**src/rtl/tone_cmd_sequencer.sv**
```systemverilog
// tone_cmd_sequencer: confirms HearFreq tone commands and runs timed motor actions with cooldown
module tone_cmd_sequencer #(
    parameter int CONFIRM_CYCLES  = 10_000_000,
    parameter int RUN_CYCLES      = 100_000_000,
    parameter int COOLDOWN_CYCLES = 20_000_000,
    parameter int CNT_W           = 32
) (
    input  logic       clk,
    input  logic       reset,
    input  logic       enable,
    input  logic [2:0] command,
    output logic       hear_en,
    output logic       motor_fwd,
    output logic       motor_rev,
    output logic       motor_turn,
    output logic [2:0] active_cmd,
    output logic       busy,
    output logic       cmd_done,
    output logic       aborted,
    output logic [7:0] cmd_count
);
    typedef enum logic [2:0] {IDLE, LISTEN, CONFIRM, EXECUTE, COOLDOWN} state_t;

    localparam logic [CNT_W-1:0] CONF_N = CNT_W'(CONFIRM_CYCLES);
    localparam logic [CNT_W-1:0] RUN_N  = CNT_W'(RUN_CYCLES);
    localparam logic [CNT_W-1:0] COOL_N = CNT_W'(COOLDOWN_CYCLES);

    state_t           state_q, state_d;
    logic [CNT_W-1:0] timer_q, timer_d, timer_inc;
    logic [2:0]       cand_q, cand_d;
    logic [2:0]       act_q, act_d;
    logic [2:0]       motor_q, motor_d;
    logic             hear_q, hear_d, busy_q, busy_d;
    logic             done_q, done_d, abort_q, abort_d;
    logic [7:0]       count_q, count_d;
    logic             cmd_valid;

    assign timer_inc = timer_q + 1'b1;
    assign cmd_valid = (command == 3'b001) || (command == 3'b010) || (command == 3'b100);

    // state, timer, candidate and registered outputs; reset clears everything
    always_ff @(posedge clk or posedge reset) begin
        if (reset) begin
            state_q <= IDLE;
            timer_q <= '0;
            cand_q  <= '0;
            act_q   <= '0;
            motor_q <= '0;
            hear_q  <= 1'b0;
            busy_q  <= 1'b0;
            done_q  <= 1'b0;
            abort_q <= 1'b0;
            count_q <= '0;
        end else begin
            state_q <= state_d;
            timer_q <= timer_d;
            cand_q  <= cand_d;
            act_q   <= act_d;
            motor_q <= motor_d;
            hear_q  <= hear_d;
            busy_q  <= busy_d;
            done_q  <= done_d;
            abort_q <= abort_d;
            count_q <= count_d;
        end
    end

    // next state: timer counts samples/clocks already spent in the current phase
    always_comb begin
        state_d = state_q;
        timer_d = timer_q;
        cand_d  = cand_q;
        case (state_q)
            IDLE: begin
                timer_d = '0;
                if (enable) state_d = LISTEN;
            end
            LISTEN: begin
                if (!enable) begin
                    state_d = IDLE;
                end else if (cmd_valid) begin
                    cand_d  = command;
                    state_d = (CONF_N == 1) ? EXECUTE : CONFIRM;
                    timer_d = (CONF_N == 1) ? '0 : CNT_W'(1);
                end
            end
            CONFIRM: begin
                if (!enable) begin
                    state_d = IDLE;
                    timer_d = '0;
                end else if (command != cand_q) begin
                    state_d = LISTEN;
                    timer_d = '0;
                end else if (timer_inc == CONF_N) begin
                    state_d = EXECUTE;
                    timer_d = '0;
                end else begin
                    timer_d = timer_inc;
                end
            end
            EXECUTE: begin
                if (!enable) begin
                    state_d = IDLE;
                    timer_d = '0;
                end else if (timer_inc == RUN_N) begin
                    state_d = COOLDOWN;
                    timer_d = '0;
                end else begin
                    timer_d = timer_inc;
                end
            end
            COOLDOWN: begin
                if (timer_inc == COOL_N) begin
                    state_d = enable ? LISTEN : IDLE;
                    timer_d = '0;
                end else begin
                    timer_d = timer_inc;
                end
            end
            default: begin
                state_d = IDLE;
                timer_d = '0;
            end
        endcase
    end

    // output next values derived from the transition so they change on the same edge as state
    always_comb begin
        act_d   = (state_d == EXECUTE && state_q != EXECUTE) ? cand_d : act_q;
        motor_d = (state_d == EXECUTE) ? act_d : 3'b000;
        hear_d  = (state_d == LISTEN) || (state_d == CONFIRM);
        busy_d  = (state_d == EXECUTE) || (state_d == COOLDOWN);
        done_d  = (state_q == EXECUTE) && (state_d == COOLDOWN);
        abort_d = ((state_q == CONFIRM) || (state_q == EXECUTE)) && (state_d == IDLE);
        count_d = count_q + 8'(done_d);
    end

    assign hear_en    = hear_q;
    assign motor_fwd  = motor_q[0];
    assign motor_rev  = motor_q[1];
    assign motor_turn = motor_q[2];
    assign active_cmd = act_q;
    assign busy       = busy_q;
    assign cmd_done   = done_q;
    assign aborted    = abort_q;
    assign cmd_count  = count_q;
endmodule

```
**config.mk**
```make
export PLATFORM = sky130hd
export DESIGN_NAME = tone_cmd_sequencer
export DESIGN_NICKNAME = d
export VERILOG_FILES = /design/src/rtl/tone_cmd_sequencer.sv
export SDC_FILE = /design/constraint.sdc
export NUM_CORES = 1
export LEC_CHECK = 0
export BUFFER_PORTS_ARGS = -buffer_cell sky130_fd_sc_hd__buf_2
export CORE_UTILIZATION = 66
export CTS_CLUSTER_DIAMETER = 150
export DETAILED_ROUTE_END_ITERATION = 8
export PLACE_DENSITY = 0.95
export RECOVER_POWER = 25
export SLEW_MARGIN = 20
export SYNTH_ARGS = -nofsm -noshare
export SYNTH_HDL_FRONTEND = slang
export SYNTH_SLANG_ARGS = --single-unit
```
**constraint.sdc**
```tcl
create_clock -name clk -period 11.15 [get_ports clk]
set_clock_uncertainty 0.2 [all_clocks]
set_input_delay 0.5575 -clock clk [delete_from_list [all_inputs] [get_ports clk]]
set_output_delay 0.5575 -clock clk [all_outputs]
set_load 0.02 [all_outputs]
```
Word level (Yosys, flattened, before mapping)
Index checks and enable logic that the tools add are counted.

Flip-flop bits (word level): 56. Output and inout port bits: 18. Word-level logic and storage cells: 66.

Add/sub/neg operators: 2. Equal/unequal tests: 18. Mux-type cells: 25. Reduce and logical (&&, ||, !) cells: 11.

Operators by type and width (count): $mux 32 (8); $pmux 32 s4 (1); $mux 3 (14); $add 32x1->32 const B (1); $eq 32x24->1 const B (1); $eq 32x25->1 const B (1); $eq 32x27->1 const B (1); $eq 3x2->1 const B (5); $pmux 3 s5 (1); $eq 3x1->1 const B (3); $eq 3x3->1 const B (3); $add 8x1->8 (1); $logic_not 3->1 (2); $logic_or 1x1->1 (5); $ne 2x2->1 const B (2); $logic_and 1x1->1 (3); $ne 3x2->1 const B (1); $ne 3x3->1 (1); $reduce_and 2->1 (1); $mux 1 (1).

Depth between registers and ports, before layout
Gate-level depths: netlist of run 1.

Depth in word-level cells: 10. Mapped depth: 16.

Worst setup path after synthesis of run 1
No wires, ideal clock.

Kind: reg2reg. Start point: register timer_q[0]. End point: register count_q[7], in the netlist cmd_count[7]. Library setup time: 0.128 ns. Data arrival time: 3.811 ns. Slack: 7.010 ns. Stages on the path, launching flop included: 16. Clock period less this slack: 4.140 ns. Path through: dfrtp_1 -> ha_1 -> nand2_2 -> or4_1 -> buf_2 -> nor4_1 -> mux2i_1 -> or4b_1 -> buf_2 -> or3_1 -> nor2_1 -> ha_1 -> and3_1 -> nand3_1 -> or2_2 -> xnor2_1.

Word-level cells in the longest chain between the ends: 9. Elaborated cells between the ends (all ways): 14. Those cells by class: add/sub (2); eq/ne (4); mux (7); reduce/logical (1).

Ends and longest elaborated chain: start: declaration (RTL line 29) `logic [CNT_W-1:0] timer_q, timer_d, timer_inc;`; start signal: assignment (RTL line 56) `timer_q <= timer_d;`; $add 32x1->32 (*) (RTL line 38) `assign timer_inc = timer_q + 1'b1;`; $eq 32x24->1 (RTL line 94) `end else if (timer_inc == CONF_N) begin`; $mux 3 (RTL line 94); $mux 3 (RTL line 91) `end else if (command != cand_q) begin`; $mux 3 (RTL line 88) `if (!enable) begin`; $pmux 3 s5 (*) (RTL line 73) `case (state_q)`; $eq 3x3->1 (*) (RTL line 133) `done_d = (state_q == EXECUTE) && (state_d == COOLDOWN);`; $logic_and 1x1->1 (*) (RTL line 133); named net done_d (RTL line 34) `logic done_q, done_d, abort_q, abort_d;`; $add 8x1->8 (*) (RTL line 135) `count_d = count_q + 8'(done_d);`; named net count_d[7] (RTL line 35) `logic [7:0] count_q, count_d;`; end signal: assignment (RTL line 64) `count_q <= count_d;`; end: declaration (RTL line 35).

Mark *: on every way through the listed nets, which the timed path passes. The rest lies on a longest branch. A chain may end at the register's enable or synchronous reset.

Final worst setup path of run 1
Start point: register timer_q[5]. End point: register timer_q[6].

Word-level cells in the longest chain between the ends: 6. Elaborated cells between the ends (all ways): 11. Those cells by class: add/sub (1); eq/ne (3); mux (7).

Ends and longest elaborated chain (RTL line): $add 32x1->32 (*) (38); $eq 32x24->1 (94); $mux 32 (94); $mux 32 (91); $mux 32 (88); $pmux 32 s4 (*) (73).

Every way passes the cells marked *; elsewhere a longest branch is shown, timed or not.

==> results.md, run 1 <==
- Run status: complete, but fails checks
- Failing checks: max-capacitance violations, max-slew violations
- Multi-input gate area: 1990 um^2
- Pwr dens: approximately 100 nW/um^2
- Final Wtd Congestion: 0.927
- Skew-Pair Late Insertion Delay: 0.32 ns
- Startpoint Class: flop
- Max Fclk: 186 MHz
- Fin crit share: 0.483
- Dpl hpwl: approximately 6000 um
- Cts repair resizes: 0
- First-pass GRT wire length: 14500 um
- First drt pass iteration count: 6
- WS Path Type: reg -> reg
- Die Wd: about 75 um
- Post-Route WL: 8530 um
- Total power: roughly 390 uW
- Nets: 415
- Via count: 3254
- Cells after Synth: 402
- Largest net degree at the start of global routing: 57
- I/O pin count: 24
- Post-synth top flop: dfrtp_1
- Remaining DRCs: 0
- Worst setup margin: 5.76 ns
- RSZ-0062 raised after global routing: no
- Fin crit period: about 5.4 ns
- Root buf cell: clkbuf_8
- Synth Cell Area: about 3600 um^2
- HP Class: reg -> reg
- CTS buffer count: 5
- Share of cells above drive strength 1: 0.130
- Final Hold Vio Count: 0
- Vias in the first global route: 3118
- CP Max Fanout: 48
- Final hold slack: between 0.2 and 0.3 ns
- Ant. Diodes: 0
- Number of synthesized flops with an enable pin: 0
- Die ar.: 5690 um^2
- TritonCTS Sinks: 56
- Setup TNS: 0 ns
- Fillcell total: 406
- CTS clock-pin slew for the worst setup and hold paths: ~0.11 ns
- Top cells by count, synth: dfrtp_1 (56), nand2_1 (50), nand4_1 (20), o21ai_0 (20), a31oi_1 (19)
- CP top delay family: simple AND/OR/NAND/NOR gates
- Pre-CTS worst setup slack: 5.95 ns
- Initial antenna violation count: 0
- TritonCTS clock tree: done
- Crit end category: flop
- Number of routed nets with antenna violations: 0
- Post-CTS Hold Fix Bufs: 0
- Post-synthesis sequential area ratio: 0.394
- Netlist cell types: 60
- Register area: 1400 um^2
- Setup Viol. Count Final: 0
- Mapped Nets: 411
- Most common cell in the netlist: dfrtp_1
- Worst slew pin tran: 2.95 ns
- Crit path arrival time: 5.37 ns
- Total Routing Usage GR: 0.340
- Die height: 75.4 um
- Post-synth top area share: 0.394
- Max_cap viols: 1
- Synth Register Bits: 56
- Slowest cell on crit path: or4_1
- Via density: 6.82
- Total gr overflow: 0
- Clk buf depth: 2
- Buffer count from post-CTS setup fixing: 0
- FP Rows: 26
- H-tree depth: 2
- Peak VDD IR: around 110 uV
- Slew HR: -0.966
- Drt initial violations: 322
- Core Region: 5140 um^2
- Port bufs: 23
- Leak: between 0.0015 and 0.002 uW
- Ys async rst share: 1.00
- WP data required: 11.13 ns
- Worst path cell trace: nand4_1, or4_1, nor4_1, mux2i_1, or4b_1, o31ai_4, nand3_2, a41oi_1, a31oi_1
- Worst Path Buf+Inv: 0
- Area delta synth->final: 4.82%
- Slew Limit Fails: 57
- Synth area leaders: dfrtp_1 (39%), nand2_1 (5.3%), xnor2_1 (4.2%)
- Initial core utilization: 0.692
- DR WL/cell: 17.9 um
- Post-synth top area cell: dfrtp_1
- CP peak stage delay: 0.91 ns
- Synth warn: 0
- Mean Syn Cell Area: between 8 and 9 um^2
==> state kept, by name, summed over array words and instances, names as in the netlist <==
name / flops
active_cmd: 3
cmd_count: 8
timer_q: 32
cand_q: 3
hear_en: 1
state_q: 3
busy: 1
cmd_done: 1
motor_q: 3
aborted: 1
==> stage by stage <==
stage	instances	area [um^2]	util
6_report	477	3730	0.726
3_5_place_dp	469	3630	0.707
3_3_place_gp	469	3630	0.707
5_1_grt	477	3730	0.726
4_1_cts	477	3730	0.725
2_1_floorplan	402	3560	-
==> final timing paths <==
kind	from	endpoint	slack (ns)	cells after the start
min in group asynchronous	reset	timer_q[9]	1.15	3
max in group asynchronous	reset	timer_q[20]	7.96	3
worst min register to register	cmd_count[7]	cmd_count[7]	0.29	1
worst max-delay path	timer_q[5]	timer_q[6]	5.76	9
worst max register to register	timer_q[5]	timer_q[6]	5.76	9
worst min-delay path	cmd_count[7]	cmd_count[7]	0.29	1
==> power breakdown <==
group	leakage (uW)	total [uW]	internal (uW)	switching, uW
registers	0.000768	221	212	9.08
logic	0.000777	48.1	16.7	31.4
clock network	0.0000452	119	46.0	72.5
total	0.00159	387	274	113
==> area by class of cell <==
class                           count  area share
Multi-Input combinational cell    308       0.533
Tap cell                           70      0.0235
Clock buffer                        5      0.0185
Sequential cell                    56       0.376
Timing Repair Buffer               24      0.0319
Clock inverter                      3     0.00671
Inverter                           11      0.0111
==> kinds of logic after synthesis <==
group,synth area share
xor gates and xnor gates,0.0591
buffers and inverters,0.0513
and+or+nand+nor,0.265
DFF,0.394
muxes,0.0383
AOI/OAI and AO/OA,0.182
adders and majority gates,0.0105
==> per-layer routing <==
metal | GRT usage | routed length, um | part of all wire | vias to the layer above
met5 | 0 | 0 | 0 | -
met4 | 0.163 | 204 | 0.024 | 0
met3 | 0.0608 | 683 | 0.080 | 20
met2 | 0.550 | 4190 | 0.49 | 172
met1 | 0.447 | 3460 | 0.40 | 1573
li1 | - | - | - | 1489
==> cell usage in the layout, fill, tap and decap left out, types with 4 or more instances in the layout <==
master and count:
dfrtp_1 56, nand2_1 50, buf_2 23, o21ai_0 20, nand4_1 20, a31oi_1 19, nor2_1 18, a21oi_1 18
xnor2_1 17, nand3_1 17, nor3_1 11, inv_1 11, nand2b_1 10, nor4_1 9, mux2i_1 8, xor2_1 7
and3_1 5, or3_1 5, mux2_2 5, clkbuf_8 5, o31ai_1 4, o211ai_1 4, a22o_1 4
Note: power is estimated with default switching activity, not from simulation.
==> run 2, diff against run 1 <==
--- a/config.mk
+++ b/config.mk
@@ -6,10 +6,10 @@
 export NUM_CORES = 1
 export LEC_CHECK = 0
 export BUFFER_PORTS_ARGS = -buffer_cell sky130_fd_sc_hd__buf_2
-export CORE_UTILIZATION = 66
+export CORE_UTILIZATION = 55
 export CTS_CLUSTER_DIAMETER = 150
 export DETAILED_ROUTE_END_ITERATION = 8
-export PLACE_DENSITY = 0.95
+export PLACE_DENSITY = 0.87
 export RECOVER_POWER = 25
 export SLEW_MARGIN = 20
 export SYNTH_ARGS = -nofsm -noshare
==> constraint.sdc (replaced) <==
create_clock -name clk -period 4.7 [get_ports clk]
set_clock_uncertainty 0.2 [all_clocks]
set_input_delay 0.235 -clock clk [delete_from_list [all_inputs] [get_ports clk]]
set_output_delay 0.235 -clock clk [all_outputs]
set_load 0.02 [all_outputs]
==> run 2 against run 1 <==
  * The flow still finishes with violations (max-capacitance violations, max-slew violations)
  * Combinational power grew 130%
  * Critical path depth up 5
  * Register-to-register slack worse by 5.5 ns
  * Final cell count increased by 2.9%
  * Largest cell class unchanged
  * Clock power grew 150%
  * Non-clock buffer count grew 9
  * First-iteration DRC count decreased by 11%
  * Worst setup slack got worse by 5.5 ns
  * Via count fell by 1.4%
  * Maximum frequency increased by 21%
  * Highest routed layer unchanged
  * Sequential share of layout area is 0.67 points lower
  * Sequential power is 140% higher
==> results.md, run 2 (synthesis results as in run 1) <==
- Worst slew pin tran: 2.91 ns (was 2.95 ns)
- CP peak stage delay: 0.69 ns (was 0.91 ns)
- Worst Path Buf+Inv: 1 (was 0)
- Final hold slack: 0.0429 ns (was 0.294 ns)
- Share of cells above drive strength 1: 0.106 (was 0.130)
- Dpl hpwl: 6090 um (was 5960 um)
- HP Class: in -> reg (was reg -> reg)
- Initial core utilization: 0.584 (was 0.692)
- Setup TNS: 0 ns (unchanged)
- Area delta synth->final: 6.72% (was 4.82%)
- Die height: 82.4 um (was 75.4 um)
- Root buf cell: clkbuf_8 (unchanged)
- TritonCTS clock tree: done (unchanged)
- Crit end category: flop (unchanged)
- First-pass GRT wire length: 14200 um (was 14500 um)
- Nets: 424 (was 415)
- CTS clock-pin slew for the worst setup and hold paths: 0.11 ns (about the same)
- Post-Route WL: 8630 um (was 8530 um)
- I/O pin count: 24 (unchanged)
- Setup Viol. Count Final: 0 (unchanged)
- Worst path cell trace: ha_1, nand2_2, or4_1, buf_4, nor3_1, o211ai_1, or4b_1, or3_1, nor2_1, ha_1, and3_1, nand3_1, or2_2, xnor2_1 (was nand4_1, or4_1, nor4_1, mux2i_1, or4b_1, o31ai_4, nand3_2, a41oi_1, a31oi_1)
- Drt initial violations: 285 (was 322)
- Cell area after layout: 3800 um^2 (was 3730 um^2)
- First drt pass iteration count: 6 (unchanged)
- Port bufs: 23 (unchanged)
- Remaining DRCs: 0 (unchanged)
- Max_cap viols: 1 (unchanged)
- Via count: 3209 (was 3254)
- Max Fclk: 224 MHz (was 186 MHz)
- Die ar.: 6800 um^2 (was 5690 um^2)
- Core Region: 6100 um^2 (was 5140 um^2)
- Largest Register: timer_q (unchanged)
- RSZ-0062 raised after global routing: no (unchanged)
- Peak VDD IR: 179 uV (was 114 uV)
- Via density: 6.54 (was 6.82)
- Total Routing Usage GR: 0.279 (was 0.340)
- Commonest non-fill, non-tap cell in the layout: dfrtp_1 (unchanged)
- Min-delay src: command[0] (was cmd_count[7])
- H-tree depth: 2 (unchanged)
- Initial antenna violation count: 0 (unchanged)
- Run status: complete, but fails checks (unchanged)
- Clk buf depth: 2 (unchanged)
- WP data required: 4.72 ns (was 11.13 ns)
- FP Rows: 28 (was 26)
- Pwr dens: 243 nW/um^2 (was 104 nW/um^2)
- WS Path Type: reg -> reg (unchanged)
- Fin crit period: 4.47 ns (was 5.39 ns)
- R2R Path End: cmd_count[7] (was timer_q[6])
- Die Wd: 82.4 um (was 75.4 um)
- Worst reg2reg setup slack: 0.23 ns (was 5.76 ns)
- Number of routed nets with antenna violations: 0 (unchanged)
- CTS buffer count: 5 (unchanged)
- DP Area: 3700 um^2 (was 3630 um^2)
- R2R Path Start: timer_q[0] (was timer_q[5])
- Total gr overflow: 0 (unchanged)
- Vias in the first global route: 2894 (was 3118)
- Crit path arrival time: 4.49 ns (was 5.37 ns)
- Max FFs per register: 32 (unchanged)
- Skew-Pair Late Insertion Delay: 0.32 ns (about the same)
- Fin crit share: 0.951 (was 0.483)
- Final Wtd Congestion: 0.919 (was 0.927)
- Slew Limit Fails: 57 (unchanged)
- Leak: 0.00156 uW (was 0.00159 uW)
- Slowest cell on crit path: or4b_1 (was or4_1)
- CP Max Fanout: 14 (was 48)
- Ant. Diodes: 0 (unchanged)
- Critical path's most frequent cell: ha_1
- WHS Endpoint: cand_q[2] (was cmd_count[7])
- DR WL/cell: 17.6 um (was 17.9 um)
- TritonCTS Sinks: 56 (unchanged)
- FF-to-FF path depth: 14 (was 9)
- Hold depth: 2 (was 1)
- CP top delay family: simple AND/OR/NAND/NOR gates (unchanged)
- Largest net degree at the start of global routing: 57 (unchanged)
- Commonest cells after routing, fill and taps aside: dfrtp_1 (56), nand2_1 (50), o21ai_0 (20), nand4_1 (20) (was dfrtp_1 (56), nand2_1 (50), buf_2 (23))
- Failing checks: max-capacitance violations, max-slew violations (unchanged)
- Startpoint Class: flop (unchanged)
- Slew HR: -0.942 (was -0.966)
- Final Hold Vio Count: 0 (unchanged)
-- run 2: cell types whose count changed in the layout (fill, tap and decap cells not counted) --
| cell | previous run | this run |
|---|---|---|
| nor4_2 | 0 | 1 |
| inv_6 | 2 | 0 |
| clkbuf_8 | 5 | 6 |
| clkbuf_1 | 1 | 19 |
| buf_4 | 0 | 8 |
| inv_8 | 0 | 1 |
| buf_2 | 23 | 5 |
| nor4_1 | 9 | 8 |
| dlygate4sd3_1 | 0 | 1 |
-- run 2: per-stage QoR --
step | power, uW | std cells | setup WS [ns] | utilization
6_report | 924 | 491 | 0.232 | 0.623
3_3_place_gp | 634 | 482 | 0.450 | 0.607
4_1_cts | 930 | 491 | 0.254 | 0.625
3_5_place_dp | 640 | 482 | 0.276 | 0.607
5_1_grt | 963 | 491 | 0.00227 | 0.623
2_1_floorplan | 609 | 402 | 0.560 | -
-- run 2: metal layers --
metal,track usage,up-vias,routed length [um],share of wire
met5,0,-,0,0
met4,0.0860,0,121,0.014
met3,0.0385,14,517,0.060
met2,0.453,117,4050,0.47
met1,0.387,1567,3940,0.46
li1,-,1511,-,-
-- run 2: repair_timing --
action | in CTS | in global routing
buffers inserted | 0 | 0
endpoints found under the setup margin | 0 | 1
gates resized for setup | 0 | 1
hold endpoints to repair | 56 | 0
hold buffers | 1 | 0
-- run 2: worst max path at each step --
stage | start | slack, ns | depth (start not counted) | end
CTS | timer_q[0] | 0.25 | 14 | cmd_count[7]
finish | timer_q[0] | 0.23 | 14 | cmd_count[7]
floorplan | timer_q[0] | 0.56 | 15 | cmd_count[7]
global placement | timer_q[0] | 0.45 | 14 | cmd_count[7]
global route | timer_q[0] | 0.002 | 13 | cmd_count[7]
detailed placement | timer_q[0] | 0.28 | 14 | cmd_count[7]
-- run 2: power by group --
group | internal [uW] | switching [uW]
clock network | 124 | 169
logic | 38.9 | 70.1
registers | 502 | 20.3
-- run 2: worst reg2reg max path, stage by stage (launching register included) --
cell and delay (ns):
dfrtp_1 0.42, ha_1 0.28, nand2_2 0.16, or4_1 0.56, buf_4 0.22, nor3_1 0.18, o211ai_1 0.11, or4b_1 0.69
or3_1 0.45, nor2_1 0.16, ha_1 0.23, and3_1 0.16, nand3_1 0.10, or2_2 0.32, xnor2_1 0.12
-- run 2: cell type report --
| cell class | instances | area (um^2) |
|---|---|---|
| Timing Repair Buffer | 33 | 166 |
| Fill cell | 513 | 2300 |
| Clock inverter | 2 | 18.8 |
| Multi-Input combinational cell | 308 | 1990 |
| Clock buffer | 6 | 82.6 |
| Inverter | 11 | 41.3 |
| Sequential cell | 56 | 1400 |
| Tap cell | 75 | 93.8 |
